**config.mk**
```make
export PLATFORM = sky130hd
export DESIGN_NAME = pwm_multi_ctrl
export DESIGN_NICKNAME = d
export VERILOG_FILES = /design/src/rtl/pwm_pkg.sv /design/src/rtl/pwm_channel.sv /design/src/rtl/pwm_multi_ctrl.sv
export SDC_FILE = /design/constraint.sdc
export NUM_CORES = 1
export LEC_CHECK = 0
export BUFFER_PORTS_ARGS = -buffer_cell sky130_fd_sc_hd__buf_2
export CAP_MARGIN = 20
export CORE_MARGIN = 5
export CORE_UTILIZATION = 57
export DETAILED_ROUTE_END_ITERATION = 16
export PLACE_DENSITY = 0.83
export SETUP_SLACK_MARGIN = 0.15
export SYNTH_ARGS = -nofsm -noshare
export SYNTH_HDL_FRONTEND = slang
export SYNTH_SLANG_ARGS = --single-unit
```
**constraint.sdc**
```tcl
create_clock -name clk_i -period 5.8 [get_ports clk_i]
set_input_delay 0.29 -clock clk_i [delete_from_list [all_inputs] [get_ports clk_i]]
set_output_delay 0.29 -clock clk_i [all_outputs]
set_load 0.1 [all_outputs]
```
**src/rtl/pwm_pkg.sv**
```systemverilog
// Shared constants, helpers and types for the multi-channel PWM block.
package pwm_pkg;

  localparam int unsigned DefWidth = 8;
  localparam int unsigned MaxNch   = 16;

  // Counter terminal value: period is 2^width-1 ticks, counting 0..2^width-2.
  function automatic int unsigned pwm_max(int unsigned width);
    return (32'd1 << width) - 32'd2;
  endfunction

  typedef enum logic {
    DirUp,
    DirDown
  } pwm_dir_e;

endpackage

```
**src/rtl/pwm_channel.sv**
```systemverilog
// One PWM channel: shadow/active level registers, compare and registered output.
module pwm_channel
  import pwm_pkg::*;
#(
  parameter int unsigned Width = DefWidth
) (
  input  logic             clk_i,
  input  logic             rst_ni,
  input  logic             enable_i,
  input  logic             wr_en_i,
  input  logic [Width-1:0] level_i,
  input  logic             reload_i,
  input  logic [Width-1:0] cnt_i,
  output logic             pwm_o
);

  logic [Width-1:0] shadow_q, shadow_d;
  logic [Width-1:0] active_q, active_d;
  logic             pwm_q, pwm_d;

  always_comb begin
    shadow_d = wr_en_i ? level_i : shadow_q;
    // Reload takes shadow_d so a write landing on the reload cycle wins.
    active_d = reload_i ? shadow_d : active_q;
    pwm_d    = enable_i && (cnt_i < active_q);
  end

  always_ff @(posedge clk_i or negedge rst_ni) begin
    if (!rst_ni) begin
      shadow_q <= '0;
      active_q <= '0;
      pwm_q    <= 1'b0;
    end else begin
      shadow_q <= shadow_d;
      active_q <= active_d;
      pwm_q    <= pwm_d;
    end
  end

  assign pwm_o = pwm_q;

endmodule

```
**src/rtl/pwm_multi_ctrl.sv**
```systemverilog
// Multi-channel PWM: shared prescaler and counter, period-boundary level reload.
// Define PWM_CENTER_ALIGNED_EN for an up/down (center-aligned) counter.
module pwm_multi_ctrl
  import pwm_pkg::*;
#(
  parameter int unsigned NCH     = 4,
  parameter int unsigned WIDTH   = DefWidth,
  parameter int unsigned PRESC_W = 8,
  localparam int unsigned ChW    = (NCH > 1) ? $clog2(NCH) : 1
) (
  input  logic               clk_i,
  input  logic               rst_ni,
  input  logic               enable_i,
  input  logic [WIDTH-1:0]   level_i,
  input  logic [ChW-1:0]     level_ch_i,
  input  logic               set_level_i,
  input  logic [PRESC_W-1:0] prescale_i,
  input  logic               set_prescale_i,
  output logic [NCH-1:0]     pwm_out_o,
  output logic               period_tick_o
);

  localparam logic [WIDTH-1:0] CntMax = WIDTH'(pwm_max(WIDTH));

  logic [PRESC_W-1:0] presc_cnt_q, presc_cnt_d;
  logic [PRESC_W-1:0] presc_reg_q, presc_reg_d;
  logic [WIDTH-1:0]   cnt_q, cnt_d;
  logic               period_tick_q, period_tick_d;
  logic               tick;
  logic               reload;

  // >= rather than == so lowering the prescale never strands presc_cnt above it.
  always_comb begin
    tick        = enable_i && (presc_cnt_q >= presc_reg_q);
    presc_cnt_d = (!enable_i || tick) ? '0 : presc_cnt_q + 1'b1;
    presc_reg_d = set_prescale_i ? prescale_i : presc_reg_q;
  end

`ifdef PWM_CENTER_ALIGNED_EN
  pwm_dir_e dir_q, dir_d;

  always_comb begin
    cnt_d  = cnt_q;
    dir_d  = dir_q;
    reload = 1'b0;
    if (!enable_i) begin
      cnt_d = '0;
      dir_d = DirUp;
    end else if (tick) begin
      if (dir_q == DirUp) begin
        if (cnt_q == CntMax) begin
          dir_d = DirDown;
          cnt_d = cnt_q - 1'b1;
        end else begin
          cnt_d = cnt_q + 1'b1;
        end
      end else begin
        cnt_d = cnt_q - 1'b1;
        if (cnt_q == WIDTH'(1)) begin
          dir_d  = DirUp;
          reload = 1'b1;
        end
      end
    end
  end

  always_ff @(posedge clk_i or negedge rst_ni) begin
    if (!rst_ni) begin
      dir_q <= DirUp;
    end else begin
      dir_q <= dir_d;
    end
  end
`else
  always_comb begin
    cnt_d  = cnt_q;
    reload = 1'b0;
    if (!enable_i) begin
      cnt_d = '0;
    end else if (tick) begin
      if (cnt_q == CntMax) begin
        cnt_d  = '0;
        reload = 1'b1;
      end else begin
        cnt_d = cnt_q + 1'b1;
      end
    end
  end
`endif

  assign period_tick_d = reload;

  always_ff @(posedge clk_i or negedge rst_ni) begin
    if (!rst_ni) begin
      presc_cnt_q   <= '0;
      presc_reg_q   <= '0;
      cnt_q         <= '0;
      period_tick_q <= 1'b0;
    end else begin
      presc_cnt_q   <= presc_cnt_d;
      presc_reg_q   <= presc_reg_d;
      cnt_q         <= cnt_d;
      period_tick_q <= period_tick_d;
    end
  end

  assign period_tick_o = period_tick_q;

  // Channel indices >= NCH match no instance, so such writes are dropped.
  for (genvar i = 0; i < NCH; i++) begin : g_ch
    logic wr_en;
    assign wr_en = set_level_i && (level_ch_i == ChW'(i));

    pwm_channel #(
      .Width (WIDTH)
    ) u_channel (
      .clk_i    (clk_i),
      .rst_ni   (rst_ni),
      .enable_i (enable_i),
      .wr_en_i  (wr_en),
      .level_i  (level_i),
      .reload_i (reload),
      .cnt_i    (cnt_q),
      .pwm_o    (pwm_out_o[i])
    );
  end

endmodule

```
Word level (Yosys, flattened, before mapping)
Index checks and enable logic that the tools add are counted.
{ "word_totals": {"reg_bits": 93, "latch_bits": 0, "ramBits": 0, "mem_bits_ro": 0, "in_bits": 23, "out_inout_bits": 5, "mem_count": 0} }
{ "op_classes": {"add_sub_neg": 2, "mul": 0, "div_mod_pow": 0, "magnitude_cmp": 5, "eq_ne": 5, "shift": 0, "mux": 11, "bitwise": 0, "reduce_logical": 12} }
{ "op_table": {"columns": ["op", "count"], "rows": [
  ["$mux 8", 8],
  ["$lt 8x8->1", 4],
  ["$add 8x1->8 const B", 2],
  ["$logic_and 1x1->1", 9],
  ["$eq 8x8->1 const B", 1],
  ["$ge 8x8->1", 1],
  ["$eq 2x2->1 const B", 2],
  ["$mux 1", 3],
  ["$eq 2x1->1 const B", 1],
  ["$logic_not 2->1", 1],
  ["$ne 2x1->1 const B", 1],
  ["$logic_not 1->1", 1],
  ["$logic_or 1x1->1", 1]
]} }

Logic depth before layout (Yosys ltp)
Gate-level depths: netlist of the first run.
{ "depth": {"word_depth": 4, "depth_mapped": 8} }

Hierarchy
From an unflattened synthesis of the first run, not the netlist that was laid out.
{ "unflattened": {"hier_cells": 414, "hier_area_um2": 4498.1} }
{ "modules_own_cells": {"columns": ["mod", "n_inst", "cells_per_inst", "area_per_inst_um2"], "rows": [
  ["pwm_channel", 4, 68, 789.5],
  ["pwm_multi_ctrl", 1, 142, 1340.0]
]} }

Worst setup path before layout of the first run
OpenSTA, ideal clock, no wires.
{ "synth_timing": {"path_type": "register to register", "startpoint": "register presc_cnt_q[4]", "endpoint": "register g_ch[0].u_channel.active_q[0]", "arrival_ns": 2.087, "path_slack_ns": 3.588, "stages_incl_launch_ff": 8, "path_buffers": 1, "period_less_slack_ns": 2.212, "cell_sequence": "dfrtp_1 > ha_1 > a21o_1 > a221o_1 > a41oi_4 > nor2_4 > buf_6 > mux2_4"} }
{ "synth_via": {"elab_chain_cells": 4} }
{ "synth_lines": {"columns": ["element", "line", "text"], "rows": [
  ["from (decl)", "pwm_multi_ctrl.sv:25", "logic [PRESC_W-1:0] presc_cnt_q, presc_cnt_d;"],
  ["from (signal assigned)", "pwm_multi_ctrl.sv:100", "presc_cnt_q <= presc_cnt_d;"],
  ["$ge 8x8->1", "pwm_multi_ctrl.sv:34", "tick = enable_i && (presc_cnt_q >= presc_reg_q);"],
  ["$logic_and 1x1->1", "pwm_multi_ctrl.sv:34", null],
  ["$mux 1", "pwm_multi_ctrl.sv:80", "end else if (tick) begin"],
  ["$mux 1", "pwm_multi_ctrl.sv:78", "if (!enable_i) begin"],
  ["to (signal assigned)", "pwm_channel.sv:35", "active_q <= active_d;"],
  ["to (decl)", "pwm_channel.sv:18", "logic [Width-1:0] active_q, active_d;"]
]} }
No other way between the ends.
A chain may end at the register's enable or synchronous reset.

Final worst setup path of the first run
{ "layout_timing": {"startpoint": "register presc_cnt_q[0]", "endpoint": "register g_ch[1].u_channel.active_q[0]"} }
{ "layout_via": {"elab_chain_cells": 4} }
{ "layout_lines": {"columns": ["element", "line"], "rows": [
  ["$ge 8x8->1", "pwm_multi_ctrl.sv:34"],
  ["$logic_and 1x1->1", "pwm_multi_ctrl.sv:34"],
  ["$mux 1", "pwm_multi_ctrl.sv:80"],
  ["$mux 1", "pwm_multi_ctrl.sv:78"],
  ["to (signal assigned)", "pwm_channel.sv:35"],
  ["to (decl)", "pwm_channel.sv:18"]
]} }
No other way between the ends.

==> results.yml, run 1 <==
outcome:
  run_status: "completed"
worst_setup_path:
  reg2reg_from: "presc_cnt_q[0]$_DFF_PN0_"
  reg2reg_slack_ns: 3.07
  r2r.worst_path.cells: 8
  critPathLaunchType: "flip-flop"
  endpoint_kind: "flip-flop"
  arrival_ns: 2.97
  crit_type: "flip-flop to flip-flop"
  cp.required_ns: 6.04
  cp-startpoint: "presc_cnt_q[0]$_DFF_PN0_"
  worstPathMaxFanout: 33
  r2r-end: "g_ch[1].u_channel.active_q[0]$_DFFE_PN0P_"
floorplanning:
  core_sq_um: 8130
  pin_count: 28
  dieArea_sq_um: 10100
  die_w_microns: 101
  start_util: 0.576
  fp-row-count: 33
  die_h_microns: 101
grt:
  grt_pass1_wl_microns: 14800
  grt_overflow: 0
  antenna_found_initial: 0
  grtUsageTotal: 0.188
  grt_max_degree: 94
  grt_pass1_vias: 3061
timing:
  timing.final.hold_violations: 0
  finalClockSkew_ns: 0.0156
  slew_viol_final: 0
  tightest_slew_ns: 0.835
  slew_headroom: 0.441
  whs_ns: 0.138
  rsz0062_at_grt: "no"
  tns_ns: 0
  worst_slack_ns: 3.07
  fmax_mhz: 366
  fin_crit_sh: 0.470
  fin_crit_ns: 2.73
  setup_viol: 0
pwr:
  vdd_ir_drop_max_v: 0.000153
  p_sw_frac: 0.247
  clkPwrFrac: 0.340
  p_total_mw: 1.27
  power_density_nw_per_um2: 248
  p_sw_uw: 313
  combPwrFrac: 0.098
  power_frac_seq: 0.563
  p_leak_nw: 2.42
  p_int_uw: 956
yosys:
  yosys-top-cells-area: "dfrtp_1 (50%), ha_1 (10%), mux2_4 (9.3%)"
  yosysMostFrequentCell: "dfrtp_1"
  syn_area_per_cell_sq_um: 12.4
  synth.distinct_cells: 33
  yosys.area.top_type: "dfrtp_1"
  synthCells: 378
  synth_commonest_cells: "dfrtp_1 (93), inv_1 (42), ha_1 (39)"
  ys_warn_count: 0
  synth_seq_cells: 93
  yosys_most_used_dff: "dfrtp_1"
  async_flop_share: 1.00
  yosysSeqAreaShare: 0.497
  synth_edf_count: 0
  yosysTopAreaCellShare: 0.497
  syn_nets: 440
  synth.cell_area_sq_um: 4690
placement:
  pre_cts_ws_ns: 3.09
  place_area_sq_um: 4890
  place_inst: 501
  io_buffers: 27
  gp_congestion: 0.910
  hpwl_microns: 6130
route:
  routedWlPerCell_microns: 16.9
  dr.pass1.iters: 4
  post-route-drc-count: 0
  viasPerCell: 5.52
  drt_iter0_markers: 64
  via_count: 2866
  drtAntennaViolNets: 0
  drt-total-wl_microns: 8750
layout:
  syn_to_final_growth_pct: 9.32
  fill_cells: 594
  final_cells: 519
  post-route-util: 0.630
  drive_gt1_frac: 0.283
  antenna_cells: 0
  fin_area_sq_um: 5120
  nets: 471
clock_network:
  ctsHoldBuffers: 0
  post_cts_buffers: 0
  cts_sinks: 93
  cts_tree: "done"
  insertion_delay_ns: 0.36
  htree_levels: 3
  clk_pin_slew_worst_paths_ns: 0.09
  cts_made_buffers: 9
  clockBufferDepth: 2
  clock-root-buffer: "clkbuf_8"
  cts_resized: 0
worst_hold_path:
  hp-class: "input pin to flip-flop"
  min_from: "prescale_i[7]"
  holdPathStages: 3
  min_to: "presc_reg_q[7]$_DFFE_PN0P_"
flow_run:
  drv_cap: 0
## cell usage in the layout (no fill, tap or decap), types with 4 or more instances in the layout
cell and instances:
o221a_2 4, o21ai_0 24, a2111oi_0 4, o21a_1 4
xor2_1 5, clkbuf_8 9, dfrtp_1 93, a21o_1 10
nand3_1 14, mux2_4 29, nand2b_1 10, inv_1 42
ha_1 39, a21oi_1 7, mux2_2 36, buf_2 26
and3_1 6, nand2_1 13, nor2_1 11
## sequential cells by signal, summed over array words and instances, names as in the netlist
signal and flops:
g_ch.u_channel.pwm_o 4, presc_cnt_q 8, presc_reg_q 8, cnt_q 8, g_ch.u_channel.shadow_q 32, g_ch.u_channel.active_q 32, period_tick_o 1
## area by class of cell
class / instances / area [sq um] / area share
tap: 105 / 131 / 0.0256
clock buffer: 10 / 128 / 0.0249
multi-input combinational: 233 / 2130 / 0.415
clock inverter: 6 / 71.3 / 0.0139
timing repair buffer: 30 / 183 / 0.0357
sequential: 93 / 2330 / 0.454
inverter: 42 / 158 / 0.0308
## routing by layer
metal,vias to the layer above,global-route usage,part of all wire
met5,-,0,0
met4,0,0.0788,0.026
met1,1434,0.239,0.45
li1,1372,-,-
met3,16,0.0505,0.034
met2,44,0.305,0.49
## worst max-delay path by stage
| stage | endpoint | cells past startpoint |
|---|---|---|
| after floorplan | g_ch[0].u_channel.active_q[0]$_DFFE_PN0P_ | 7 |
| after global placement | g_ch[1].u_channel.active_q[7]$_DFFE_PN0P_ | 8 |
| after detailed placement | g_ch[1].u_channel.active_q[0]$_DFFE_PN0P_ | 8 |
| after CTS | g_ch[1].u_channel.active_q[0]$_DFFE_PN0P_ | 8 |
| after global routing | g_ch[1].u_channel.active_q[0]$_DFFE_PN0P_ | 8 |
| final | g_ch[1].u_channel.active_q[0]$_DFFE_PN0P_ | 8 |
## worst max-delay path, stage by stage (launching register included)
cell and delay [ns]:
dfrtp_1 0.46, inv_1 0.08, ha_1 0.20, nor2b_1 0.13, o21ai_0 0.33, a41oi_4 0.33, nor2_4 0.17, buf_4 0.49
mux2_2 0.40
## logic make-up (layout without fill, tap and decap cells)
kind of cell             count (synthesis)  in the layout  synth area share
XOR/XNOR                                 6              6            0.0112
multiplexers                            65             65             0.179
adder cells (fa/ha/maj)                 39             39             0.104
buffers and inverters                   52             88            0.0499
AND/OR/NAND/NOR                         66             66            0.0750
AO/OA/AOI/OAI                           57             57            0.0838
flip-flops                              93             93             0.497
## power by group through the flow
stage | sequential, mW | clock, mW | combinational (mW)
2_1_floorplan | 0.719 | 0 | 0.0782
3_3_place_gp | 0.723 | 0 | 0.115
3_5_place_dp | 0.727 | 0 | 0.121
4_1_cts | 0.714 | 0.444 | 0.123
5_1_grt | 0.719 | 0.469 | 0.141
6_report | 0.714 | 0.431 | 0.124
(Power assumes the default switching activity.)
==> run 2, diff against run 1 <==
--- a/config.mk
+++ b/config.mk
@@ -5,6 +5,7 @@
 export SDC_FILE = /design/constraint.sdc
 export NUM_CORES = 1
 export LEC_CHECK = 0
+export ABC_AREA = 1
 export BUFFER_PORTS_ARGS = -buffer_cell sky130_fd_sc_hd__buf_2
 export CAP_MARGIN = 20
 export CORE_MARGIN = 5
==> constraint.sdc (replaced) <==
create_clock -name clk_i -period 2.6 [get_ports clk_i]
set_input_delay 0.13 -clock clk_i [delete_from_list [all_inputs] [get_ports clk_i]]
set_output_delay 0.13 -clock clk_i [all_outputs]
set_load 0.1 [all_outputs]
==> run 2 against run 1 <==
- combinational power up 120%
- clock-buffer cell count down 1
- critical path depth unchanged
- sequential share of layout area down 0.43 points
- core utilization up 0.28 points
- non-clock buffer count up 8
- final area up 0.95%
- wire length up 11%
- synthesized area up 1.8%
- via count up 29%
- clock power up 110%
- final cell count up 33%
- critical path type unchanged
- highest routed layer unchanged
==> results.yml, run 2 <==
placement:
  hpwl_microns: 6930
  pre_cts_ws_ns: 0.630
  io_buffers: 27
  place_area_sq_um: 4910
  gp_congestion: 0.819
  place_inst: 666
worst_hold_path:
  min_to: "presc_reg_q[0]$_DFFE_PN0P_"
  holdPathStages: 2
  hp-class: "input pin to flip-flop"
  min_from: "prescale_i[0]"
yosys:
  yosysTopAreaCellShare: 0.488
  yosys_most_used_dff: "dfrtp_1"
  synth_edf_count: 0
  async_flop_share: 1.00
  synth.distinct_cells: 29
  synth_commonest_cells: "nand2_1 (161), dfrtp_1 (93), inv_1 (61)"
  yosys.area.top_type: "dfrtp_1"
  yosys-top-cells-area: "dfrtp_1 (49%), nand2_1 (13%), ha_1 (10%)"
  synth.cell_area_sq_um: 4770
  ys_warn_count: 0
  yosysMostFrequentCell: "nand2_1"
  yosysSeqAreaShare: 0.488
  synth_seq_cells: 93
  syn_area_per_cell_sq_um: 8.66
  syn_nets: 613
  synthCells: 551
layout:
  nets: 642
  post-route-util: 0.633
  antenna_cells: 0
  reg_top3: "g_ch.u_channel.active_q: 32 flops, g_ch.u_channel.shadow_q: 32 flops"
  final_common_cell: "nand2_1"
  fin_area_sq_um: 5170
  syn_to_final_growth_pct: 8.45
  drive_gt1_frac: 0.0991
  layout_common_cells: "nand2_1 (161), dfrtp_1 (93), inv_1 (61), nand3_1 (48), o21ai_0 (43)"
  final_cells: 690
pwr:
  p_total_mw: 2.76
  combPwrFrac: 0.100
  p_sw_uw: 765
  power_frac_seq: 0.570
  power_density_nw_per_um2: 533
  p_sw_frac: 0.277
  vdd_ir_drop_max_v: 0.000334
  p_leak_nw: 2.80
  clkPwrFrac: 0.329
  p_int_mw: 1.99
floorplanning:
  die_w_microns: 101
  fp-row-count: 33
  dieArea_sq_um: 10300
  pin_count: 28
  core_sq_um: 8180
  start_util: 0.583
  die_h_microns: 101
timing:
  worst_slack_ns: 0.607
  fmax_mhz: 502
  finalClockSkew_ns: 0.00703
  rsz0062_at_grt: "no"
  fin_crit_sh: 0.767
  tightest_slew_ns: 0.594
  tns_ns: 0
  fin_crit_ns: 1.99
  timing.final.hold_violations: 0
  slew_viol_final: 0
  setup_viol: 0
  whs_ns: 0.00804
  slew_headroom: 0.603
worst_setup_path:
  cp.required_ns: 2.90
  r2r.worst_path.cells: 8
  r2r-end: "g_ch[0].u_channel.active_q[6]$_DFFE_PN0P_"
  crit_type: "flip-flop to flip-flop"
  reg2reg_slack_ns: 0.61
  reg2reg_from: "presc_cnt_q[5]$_DFF_PN0_"
  critPathLaunchType: "flip-flop"
  arrival_ns: 2.30
  endpoint_kind: "flip-flop"
  worstPathMaxFanout: 40
route:
  routedWlPerCell_microns: 14.0
  via_count: 3705
  drtAntennaViolNets: 0
  dr.pass1.iters: 4
  drt-total-wl_microns: 9690
  drt_iter0_markers: 173
  post-route-drc-count: 0
  viasPerCell: 5.37
clock_network:
  cts_sinks: 93
  htree_levels: 3
  insertion_delay_ns: 0.36
  post_cts_buffers: 0
  clock-root-buffer: "clkbuf_8"
  cts_made_buffers: 9
  cts_tree: "done"
  clockBufferDepth: 2
  clk_pin_slew_worst_paths_ns: 0.10
grt:
  antenna_found_initial: 0
  grt_max_degree: 52
  grt_overflow: 0
  grtUsageTotal: 0.208
  grt_pass1_wl_microns: 17100
  grt_pass1_vias: 3800
flow_run:
  drv_cap: 0
outcome:
  run_status: "completed"
[run 2: critical path: stages, from the launching register on]
cell and delay [ns]:
dfrtp_1 0.43, ha_1 0.32, nand2_1 0.06, nor2_1 0.16
nand4_1 0.16, nand3_4 0.13, buf_4 0.37, nand3_1 0.16
nand2_1 0.11
[run 2: per-layer routing]
layer	wire, microns	vias up	GRT usage
li1	-	1825	-
met1	4320	1753	0.272
met2	4600	109	0.341
met3	558	18	0.0475
met4	208	0	0.0746
met5	0	-	0
[run 2: how the worst max path moves through the flow]
stage	cells past startpoint	endpoint	from	slack, ns
after floorplan	8	cnt_q[7]$_DFFE_PN0N_	presc_cnt_q[5]$_DFF_PN0_	0.97
after global placement	8	g_ch[0].u_channel.active_q[6]$_DFFE_PN0P_	presc_cnt_q[5]$_DFF_PN0_	0.69
after detailed placement	8	g_ch[0].u_channel.active_q[6]$_DFFE_PN0P_	presc_cnt_q[5]$_DFF_PN0_	0.63
after CTS	8	g_ch[0].u_channel.active_q[6]$_DFFE_PN0P_	presc_cnt_q[5]$_DFF_PN0_	0.61
after global routing	9	g_ch[0].u_channel.active_q[6]$_DFFE_PN0P_	presc_reg_q[7]$_DFFE_PN0P_	0.42
final	8	g_ch[0].u_channel.active_q[6]$_DFFE_PN0P_	presc_cnt_q[5]$_DFF_PN0_	0.61
[run 2: power groups by stage]
stage | logic, mW | clock network, mW | registers, mW
after floorplan | 0.166 | 0 | 1.59
after global placement | 0.255 | 0 | 1.60
after detailed placement | 0.266 | 0 | 1.60
after CTS | 0.277 | 0.927 | 1.57
after global routing | 0.319 | 0.990 | 1.58
final | 0.276 | 0.908 | 1.57
[run 2: area by class of cell]
class | count | area (sq um)
repair buffers | 38 | 253
clock buffers | 9 | 124
clock inverters | 7 | 56.3
well taps | 105 | 131
multi-input cells | 377 | 2050
flip-flops and latches | 93 | 2330
fillers | 659 | 3000
inverters | 61 | 229
[run 2: logic make-up (layout without fill, tap and decap cells)]
kind of cell	count (synthesis)	in the layout	synth area share
buffers and inverters	81	115	0.0818
AOI/OAI and AO/OA	63	63	0.0693
xor gates and xnor gates	8	8	0.0147
and+or+nand+nor	266	266	0.242
muxes	1	1	0.00236
adders and majority gates	39	39	0.102
DFF	93	93	0.488
[run 2: what timing repair did]
item                                   CTS  global route
hold buffers                             8             0
resized for setup                        0             0
endpoints found under the hold margin   49             0
